## src/rtl/led_hex_sequencer_if.sv

```systemverilog
// Bus bundle for led_hex_sequencer.
//   cpu_*  : CPU write port, passed through to out_* with priority
//   req_*  : display request handshake (valid/ready) and its payload
//   out_*  : shared write port into the LED display registers
//   done   : one-cycle pulse after the last digit write of a request
// The master modport is the requester/CPU side; the slave modport is the
// sequencer.
interface led_hex_sequencer_if;
    logic        cpu_we;
    logic [7:0]  cpu_addr;
    logic [7:0]  cpu_data;
    logic        req_valid;
    logic        req_ready;
    logic [15:0] req_value;
    logic        req_blank;
    logic [3:0]  req_dp;
    logic        out_we;
    logic [7:0]  out_addr;
    logic [7:0]  out_data;
    logic        done;

    modport master (
        output cpu_we, cpu_addr, cpu_data,
        output req_valid, req_value, req_blank, req_dp,
        input  req_ready, out_we, out_addr, out_data, done
    );

    modport slave (
        input  cpu_we, cpu_addr, cpu_data,
        input  req_valid, req_value, req_blank, req_dp,
        output req_ready, out_we, out_addr, out_data, done
    );
endinterface

```

## src/rtl/led_hex_sequencer.sv

```systemverilog
// Write sequencer/arbiter for a 4-digit memory-mapped LED display.
// A 16-bit value accepted over valid/ready is turned into four 7-segment
// register writes (digit 0 first) at BASE_ADDR..BASE_ADDR+3. CPU writes
// share the same output port and always win; a pending digit write is then
// simply delayed by one cycle.
// Ports:
//   clk   : clock
//   rst_n : synchronous active-low reset
//   bus   : led_hex_sequencer_if.slave (cpu_*, req_*, out_*, done)
// All outputs are registered.
module led_hex_sequencer #(
    parameter logic [7:0] BASE_ADDR      = 8'hF0,
    parameter bit         SEG_ACTIVE_LOW = 1'b1
) (
    input  logic                 clk,
    input  logic                 rst_n,
    led_hex_sequencer_if.slave   bus
);

    localparam logic [1:0] S_IDLE  = 2'd0;
    localparam logic [1:0] S_WRITE = 2'd1;
    localparam logic [1:0] S_DONE  = 2'd2;

    logic [1:0]  state_q, state_d;
    logic [1:0]  index_q, index_d;
    logic [15:0] value_q, value_d;
    logic        blank_q, blank_d;
    logic [3:0]  dp_q, dp_d;
    logic        req_ready_q, req_ready_d;
    logic        out_we_q, out_we_d;
    logic [7:0]  out_addr_q, out_addr_d;
    logic [7:0]  out_data_q, out_data_d;
    logic        done_q, done_d;

    logic        hs;
    logic        issue;
    logic [1:0]  issue_idx;
    logic [15:0] src_value;
    logic        src_blank;
    logic [3:0]  src_dp;

    // Active-low segment codes, bit order {dp,g,f,e,d,c,b,a}.
    function automatic logic [7:0] seg_lut(input logic [3:0] n);
        logic [7:0] p;
        case (n)
            4'h0: p = 8'hC0;  4'h1: p = 8'hF9;  4'h2: p = 8'hA4;  4'h3: p = 8'hB0;
            4'h4: p = 8'h99;  4'h5: p = 8'h92;  4'h6: p = 8'h82;  4'h7: p = 8'hF8;
            4'h8: p = 8'h80;  4'h9: p = 8'h90;  4'hA: p = 8'h88;  4'hB: p = 8'h83;
            4'hC: p = 8'hC6;  4'hD: p = 8'hA1;  4'hE: p = 8'h86;  default: p = 8'h8E;
        endcase
        return p;
    endfunction

    function automatic logic [7:0] digit_pat(input logic [15:0] v, input logic blank,
                                             input logic [3:0] dp, input logic [1:0] idx);
        logic [1:0] msd;
        logic [7:0] p;
        // Most significant nonzero nibble; stays 0 for value 0 so digit 0
        // is never blanked.
        msd = 2'd0;
        for (int i = 1; i < 4; i++)
            if (v[i*4 +: 4] != 4'h0) msd = 2'(i);
        if (blank && (idx > msd)) p = 8'hFF;
        else                      p = seg_lut(v[{idx, 2'b00} +: 4]);
        if (dp[idx]) p[7] = 1'b0;
        if (!SEG_ACTIVE_LOW) p = ~p;
        return p;
    endfunction

    always_comb begin
        state_d     = state_q;
        index_d     = index_q;
        value_d     = value_q;
        blank_d     = blank_q;
        dp_d        = dp_q;
        req_ready_d = req_ready_q;
        done_d      = 1'b0;
        issue       = 1'b0;
        issue_idx   = index_q;

        hs = (state_q == S_IDLE) && bus.req_valid && req_ready_q;
        // Digit 0 goes out on the handshake edge itself, straight from the
        // request inputs, so the first write lands the cycle after capture.
        src_value = hs ? bus.req_value : value_q;
        src_blank = hs ? bus.req_blank : blank_q;
        src_dp    = hs ? bus.req_dp    : dp_q;

        case (state_q)
            S_IDLE: begin
                req_ready_d = 1'b1;
                if (hs) begin
                    value_d     = bus.req_value;
                    blank_d     = bus.req_blank;
                    dp_d        = bus.req_dp;
                    req_ready_d = 1'b0;
                    state_d     = S_WRITE;
                    issue_idx   = 2'd0;
                    index_d     = 2'd0;
                    if (!bus.cpu_we) begin
                        issue   = 1'b1;
                        index_d = 2'd1;
                    end
                end
            end
            S_WRITE: begin
                if (!bus.cpu_we) begin
                    issue = 1'b1;
                    if (index_q == 2'd3) begin
                        state_d = S_DONE;
                        index_d = 2'd0;
                    end else begin
                        index_d = index_q + 2'd1;
                    end
                end
            end
            S_DONE: begin
                // req_ready stays low here; IDLE raises it a cycle later.
                done_d  = 1'b1;
                state_d = S_IDLE;
            end
            default: begin
                state_d     = S_IDLE;
                index_d     = 2'd0;
                req_ready_d = 1'b0;
            end
        endcase

        out_we_d   = 1'b0;
        out_addr_d = 8'h00;
        out_data_d = 8'h00;
        if (bus.cpu_we) begin
            out_we_d   = 1'b1;
            out_addr_d = bus.cpu_addr;
            out_data_d = bus.cpu_data;
        end else if (issue) begin
            out_we_d   = 1'b1;
            out_addr_d = BASE_ADDR + {6'b0, issue_idx};
            out_data_d = digit_pat(src_value, src_blank, src_dp, issue_idx);
        end
    end

    always_ff @(posedge clk) begin
        if (!rst_n) begin
            state_q     <= S_IDLE;
            index_q     <= 2'd0;
            value_q     <= 16'h0000;
            blank_q     <= 1'b0;
            dp_q        <= 4'h0;
            req_ready_q <= 1'b0;
            out_we_q    <= 1'b0;
            out_addr_q  <= 8'h00;
            out_data_q  <= 8'h00;
            done_q      <= 1'b0;
        end else begin
            state_q     <= state_d;
            index_q     <= index_d;
            value_q     <= value_d;
            blank_q     <= blank_d;
            dp_q        <= dp_d;
            req_ready_q <= req_ready_d;
            out_we_q    <= out_we_d;
            out_addr_q  <= out_addr_d;
            out_data_q  <= out_data_d;
            done_q      <= done_d;
        end
    end

    assign bus.req_ready = req_ready_q;
    assign bus.out_we    = out_we_q;
    assign bus.out_addr  = out_addr_q;
    assign bus.out_data  = out_data_q;
    assign bus.done      = done_q;

endmodule

```

## src/flat_wrapper.sv

```systemverilog
// flat-port wrapper written by rule: the top's interface ports become plain ports
module led_hex_sequencer_flat 
#(
    parameter logic [7:0] BASE_ADDR      = 8'hF0,
    parameter bit         SEG_ACTIVE_LOW = 1'b1
)
  (clk, rst_n, bus_cpu_we, bus_cpu_addr, bus_cpu_data, bus_req_valid, bus_req_value, bus_req_blank, bus_req_dp, bus_req_ready, bus_out_we, bus_out_addr, bus_out_data, bus_done);
  led_hex_sequencer_if bus_i ();
  input  logic clk;
  input  logic rst_n;
  input wire logic [$bits(bus_i.cpu_we)-1:0] bus_cpu_we;
  input wire logic [$bits(bus_i.cpu_addr)-1:0] bus_cpu_addr;
  input wire logic [$bits(bus_i.cpu_data)-1:0] bus_cpu_data;
  input wire logic [$bits(bus_i.req_valid)-1:0] bus_req_valid;
  input wire logic [$bits(bus_i.req_value)-1:0] bus_req_value;
  input wire logic [$bits(bus_i.req_blank)-1:0] bus_req_blank;
  input wire logic [$bits(bus_i.req_dp)-1:0] bus_req_dp;
  output wire logic [$bits(bus_i.req_ready)-1:0] bus_req_ready;
  output wire logic [$bits(bus_i.out_we)-1:0] bus_out_we;
  output wire logic [$bits(bus_i.out_addr)-1:0] bus_out_addr;
  output wire logic [$bits(bus_i.out_data)-1:0] bus_out_data;
  output wire logic [$bits(bus_i.done)-1:0] bus_done;
  assign bus_i.cpu_we = bus_cpu_we;
  assign bus_i.cpu_addr = bus_cpu_addr;
  assign bus_i.cpu_data = bus_cpu_data;
  assign bus_i.req_valid = bus_req_valid;
  assign bus_i.req_value = bus_req_value;
  assign bus_i.req_blank = bus_req_blank;
  assign bus_i.req_dp = bus_req_dp;
  assign bus_req_ready = bus_i.req_ready;
  assign bus_out_we = bus_i.out_we;
  assign bus_out_addr = bus_i.out_addr;
  assign bus_out_data = bus_i.out_data;
  assign bus_done = bus_i.done;
  led_hex_sequencer #(.BASE_ADDR(BASE_ADDR), .SEG_ACTIVE_LOW(SEG_ACTIVE_LOW)) u_core (.clk(clk), .rst_n(rst_n), .bus(bus_i));
endmodule
```

## config.mk

```make
export PLATFORM = sky130hd
export DESIGN_NAME = led_hex_sequencer_flat
export DESIGN_NICKNAME = d
export VERILOG_FILES = /design/src/rtl/led_hex_sequencer_if.sv /design/src/rtl/led_hex_sequencer.sv /design/src/flat_wrapper.sv
export SDC_FILE = /design/constraint.sdc
export NUM_CORES = 1
export LEC_CHECK = 0
export CELL_PAD_IN_SITES_DETAIL_PLACEMENT = 0
export CELL_PAD_IN_SITES_GLOBAL_PLACEMENT = 2
export CORE_UTILIZATION = 31
export DETAILED_ROUTE_END_ITERATION = 10
export HOLD_SLACK_MARGIN = 0.02
export PLACE_DENSITY_LB_ADDON = 0.08
export SLEW_MARGIN = 20
export SYNTH_ARGS = -nofsm -noshare
export SYNTH_HDL_FRONTEND = slang
export SYNTH_SLANG_ARGS = --single-unit
export TNS_END_PERCENT = 10
```

## constraint.sdc

```tcl
create_clock -name clk -period 5.2 [get_ports clk]
set_clock_uncertainty 0.1 [all_clocks]
set_input_delay 0.52 -clock clk [delete_from_list [all_inputs] [get_ports clk]]
set_output_delay 0.52 -clock clk [all_outputs]
set_load 0.02 [all_outputs]
```

==> flow_metrics.env <==
export IMPL_status="complete, no violations"
export IMPL_clock_sinks=44
export IMPL_final_cell_mix="59 x nand2_1, 58 x clkdlybuf4s50_1, 44 x dfxtp_1"
export IMPL_max_freq_mhz=314
export IMPL_io_buffer_count=59
export IMPL_vias=2211
export IMPL_postSynthCellCount=289
export IMPL_grt_max_degree=35
export IMPL_ys_flop_type="dfxtp_1"
export IMPL_dp_hpwl_mm=4.83
export IMPL_avgSynthCellArea_um2=8.67
export IMPL_min_period_over_period_pct=61.2
export IMPL_fin_cells=444
export IMPL_synth_warnings=0
export IMPL_clkLatencyLatePin_ns=0.29
export IMPL_core_area_um2=7770
export IMPL_startpoint_type="primary input"
export IMPL_grt_pass1_wl_mm=11.2
export IMPL_wl_mm=6.65
export IMPL_grt_pass1_vias=2116
export IMPL_synth_edf_count=0
export IMPL_finalSetupTns_ns=0
export IMPL_via_per_inst=4.98
export IMPL_hold_viol=0
export IMPL_start_util_pct=32.2
export IMPL_finalSetupViolCount=0
export IMPL_cts_buffer_depth=2
export IMPL_synth_seq_area_share_pct=35.2
export IMPL_synthArstFlopShare_pct=0
export IMPL_fillers=798
export IMPL_globalRouteTotalUtil_pct=16.9
export IMPL_routedWlPerCell_um=15.0
export IMPL_syn_area_um2=2500
export IMPL_die_x_um=91.9
export IMPL_post_cts_resized=0
export IMPL_rsz0062_at_grt="no"
export IMPL_hold_buffers=0
export IMPL_powerDensity_nw_per_um2=373
export IMPL_drive_above_1_share_pct=5.56
export IMPL_die_y_um=91.9
export IMPL_drt_pass1_iterations=4
export IMPL_drt_iter0_drc=107
export IMPL_tightest_slew_ns=0.758
export IMPL_dpl_cell_count=436
export IMPL_die_area_um2=8440
export IMPL_ys_types=53
export IMPL_synth_fp_nets=342
export IMPL_antenna_cells=0
export IMPL_end_kind="flop"
export IMPL_layout_commonest_cell="nand2_1"
export IMPL_crit_fanout=31
export IMPL_htreeDepth=2
export IMPL_ios=60
export IMPL_antenna_found_initial=0
export IMPL_total_leakage_power_nw=1.24
export IMPL_maxCapViolCount=0
export IMPL_drv_slew=0
export IMPL_min_period_ns=3.18
export IMPL_peakVddDrop_uv=107
export IMPL_cts_buffers=5
export IMPL_syn_to_final_growth_pct=30.3
export IMPL_root_buffer="clkbuf_8"
export IMPL_slew_headroom_pct=49.5
export IMPL_worstSetupPathType="primary input to flop"
export IMPL_cts_setup_buffers=0
export IMPL_crit_required_ns=5.30
export IMPL_clk_pin_slew_ns=0.08
export IMPL_rows=32
export IMPL_gp_congestion=0.769
export IMPL_dp_worst_setup_slack_ns=1.67
export IMPL_cts_tree="yes"
export IMPL_hold_path_class="flop to flop"
export IMPL_cp_data_arrival_time_ns=3.29
export IMPL_ys_ff_latch=44
export IMPL_final_nets=394
export IMPL_drc=0
export IMPL_fin_hold_ws_ns=0.366
export IMPL_worst_slack_ns=2.02
export IMPL_antenna_left=0
export IMPL_overflow=0
registers in the layout, summed over array words and instances (netlist names):
name,count
u_core.state_q,2
u_core.index_q,2
u_core.blank_q,1
u_core.bus.out_addr,8
u_core.bus.req_ready,1
u_core.dp_q,4
u_core.value_q,16
u_core.bus.done,1
u_core.bus.out_data,8
u_core.bus.out_we,1
layout make-up:
class / instances / area (um^2) / share of cell area, %
multi-input combinational: 216 / 1510 / 46.2
sequential: 44 / 881 / 27.0
tap: 102 / 128 / 3.91
inverter: 11 / 41.3 / 1.27
timing repair buffer: 63 / 616 / 18.9
clock buffer: 8 / 90.1 / 2.76
metrics by stage:
stage          power, mW  instance area [um^2]  utilization (%)
4_1_cts             1.24                  3270             42.1
5_1_grt             1.32                  3260             42.0
3_5_place_dp        1.01                  3180             40.9
6_report            1.22                  3260             42.0
3_3_place_gp        1.01                  3180             40.9
2_1_floorplan      0.826                  2500                -
power by group:
group          switching, mW  leakage, nW  total, mW  internal (mW)
combinational          0.317        0.837      0.565          0.248
clock                  0.113       0.0455      0.222          0.109
sequential            0.0396        0.360      0.430          0.391
total                  0.469         1.24       1.22          0.747
metal layers:
layer | wire, um | part of all wire [%] | global-route usage [%]
met5 | 0 | 0 | 0
met4 | 76 | 1.1 | 5.47
met3 | 257 | 3.9 | 3.40
met2 | 3020 | 45 | 26.1
met1 | 3300 | 50 | 23.3
cell families (layout without fill, tap and decap cells):
family | count (synthesis) | after routing | share of synthesized area, %
adders and majority gates | 12 | 12 | 5.99
AOI/OAI and AO/OA | 78 | 78 | 24.0
DFF | 44 | 44 | 35.2
buffers and inverters | 29 | 82 | 4.65
xor gates and xnor gates | 2 | 2 | 0.699
muxes | 14 | 14 | 9.04
and+or+nand+nor | 110 | 110 | 20.5
worst paths after layout:
| check | startpoint | to | slack [ns] | cells after the start |
|---|---|---|---|---|
| setup / recovery | bus_req_valid | u_core.bus.out_data[3]$_SDFF_PN0_ | 2.02 | 10 |
| hold / removal | u_core.value_q[1]$_SDFFE_PN0N_ | u_core.value_q[1]$_SDFFE_PN0N_ | 0.37 | 2 |
| setup reg to reg | u_core.state_q[0]$_SDFFE_PN0P_ | u_core.bus.out_data[3]$_SDFF_PN0_ | 2.04 | 11 |
| hold reg to reg | u_core.value_q[1]$_SDFFE_PN0N_ | u_core.value_q[1]$_SDFFE_PN0N_ | 0.37 | 2 |
synth_stat cells, drive strengths merged (3+ instances only):
library cell	number	area [um^2]
nand3	6	30.0
inv	11	41.3
nor3	5	25.0
and2	7	43.8
a21oi	15	75.1
nor2	9	33.8
and3	4	25.0
ha	12	150
nor2b	8	50.1
o41ai	3	26.3
mux4	5	124
mux2i	9	103
clkbuf	16	60.1
o21ai	4	20.0
o2111ai	3	32.5
a22o	3	26.3
a221o	3	30.0
dfxtp	44	881
nand2	59	221
a21boi	21	158
a21o	5	37.5
o211ai	3	22.5
critical path, stage by stage:
cell and delay (ns):
clkdlybuf4s50_1 0.45, nand3_1 0.11, buf_4 0.20, buf_4 0.35, nand3_1 0.16, a21o_1 0.22
ha_1 0.28, a211oi_2 0.61, a2111oi_2 0.11, a311oi_1 0.27
Note: power is estimated with default switching activity, not from simulation.
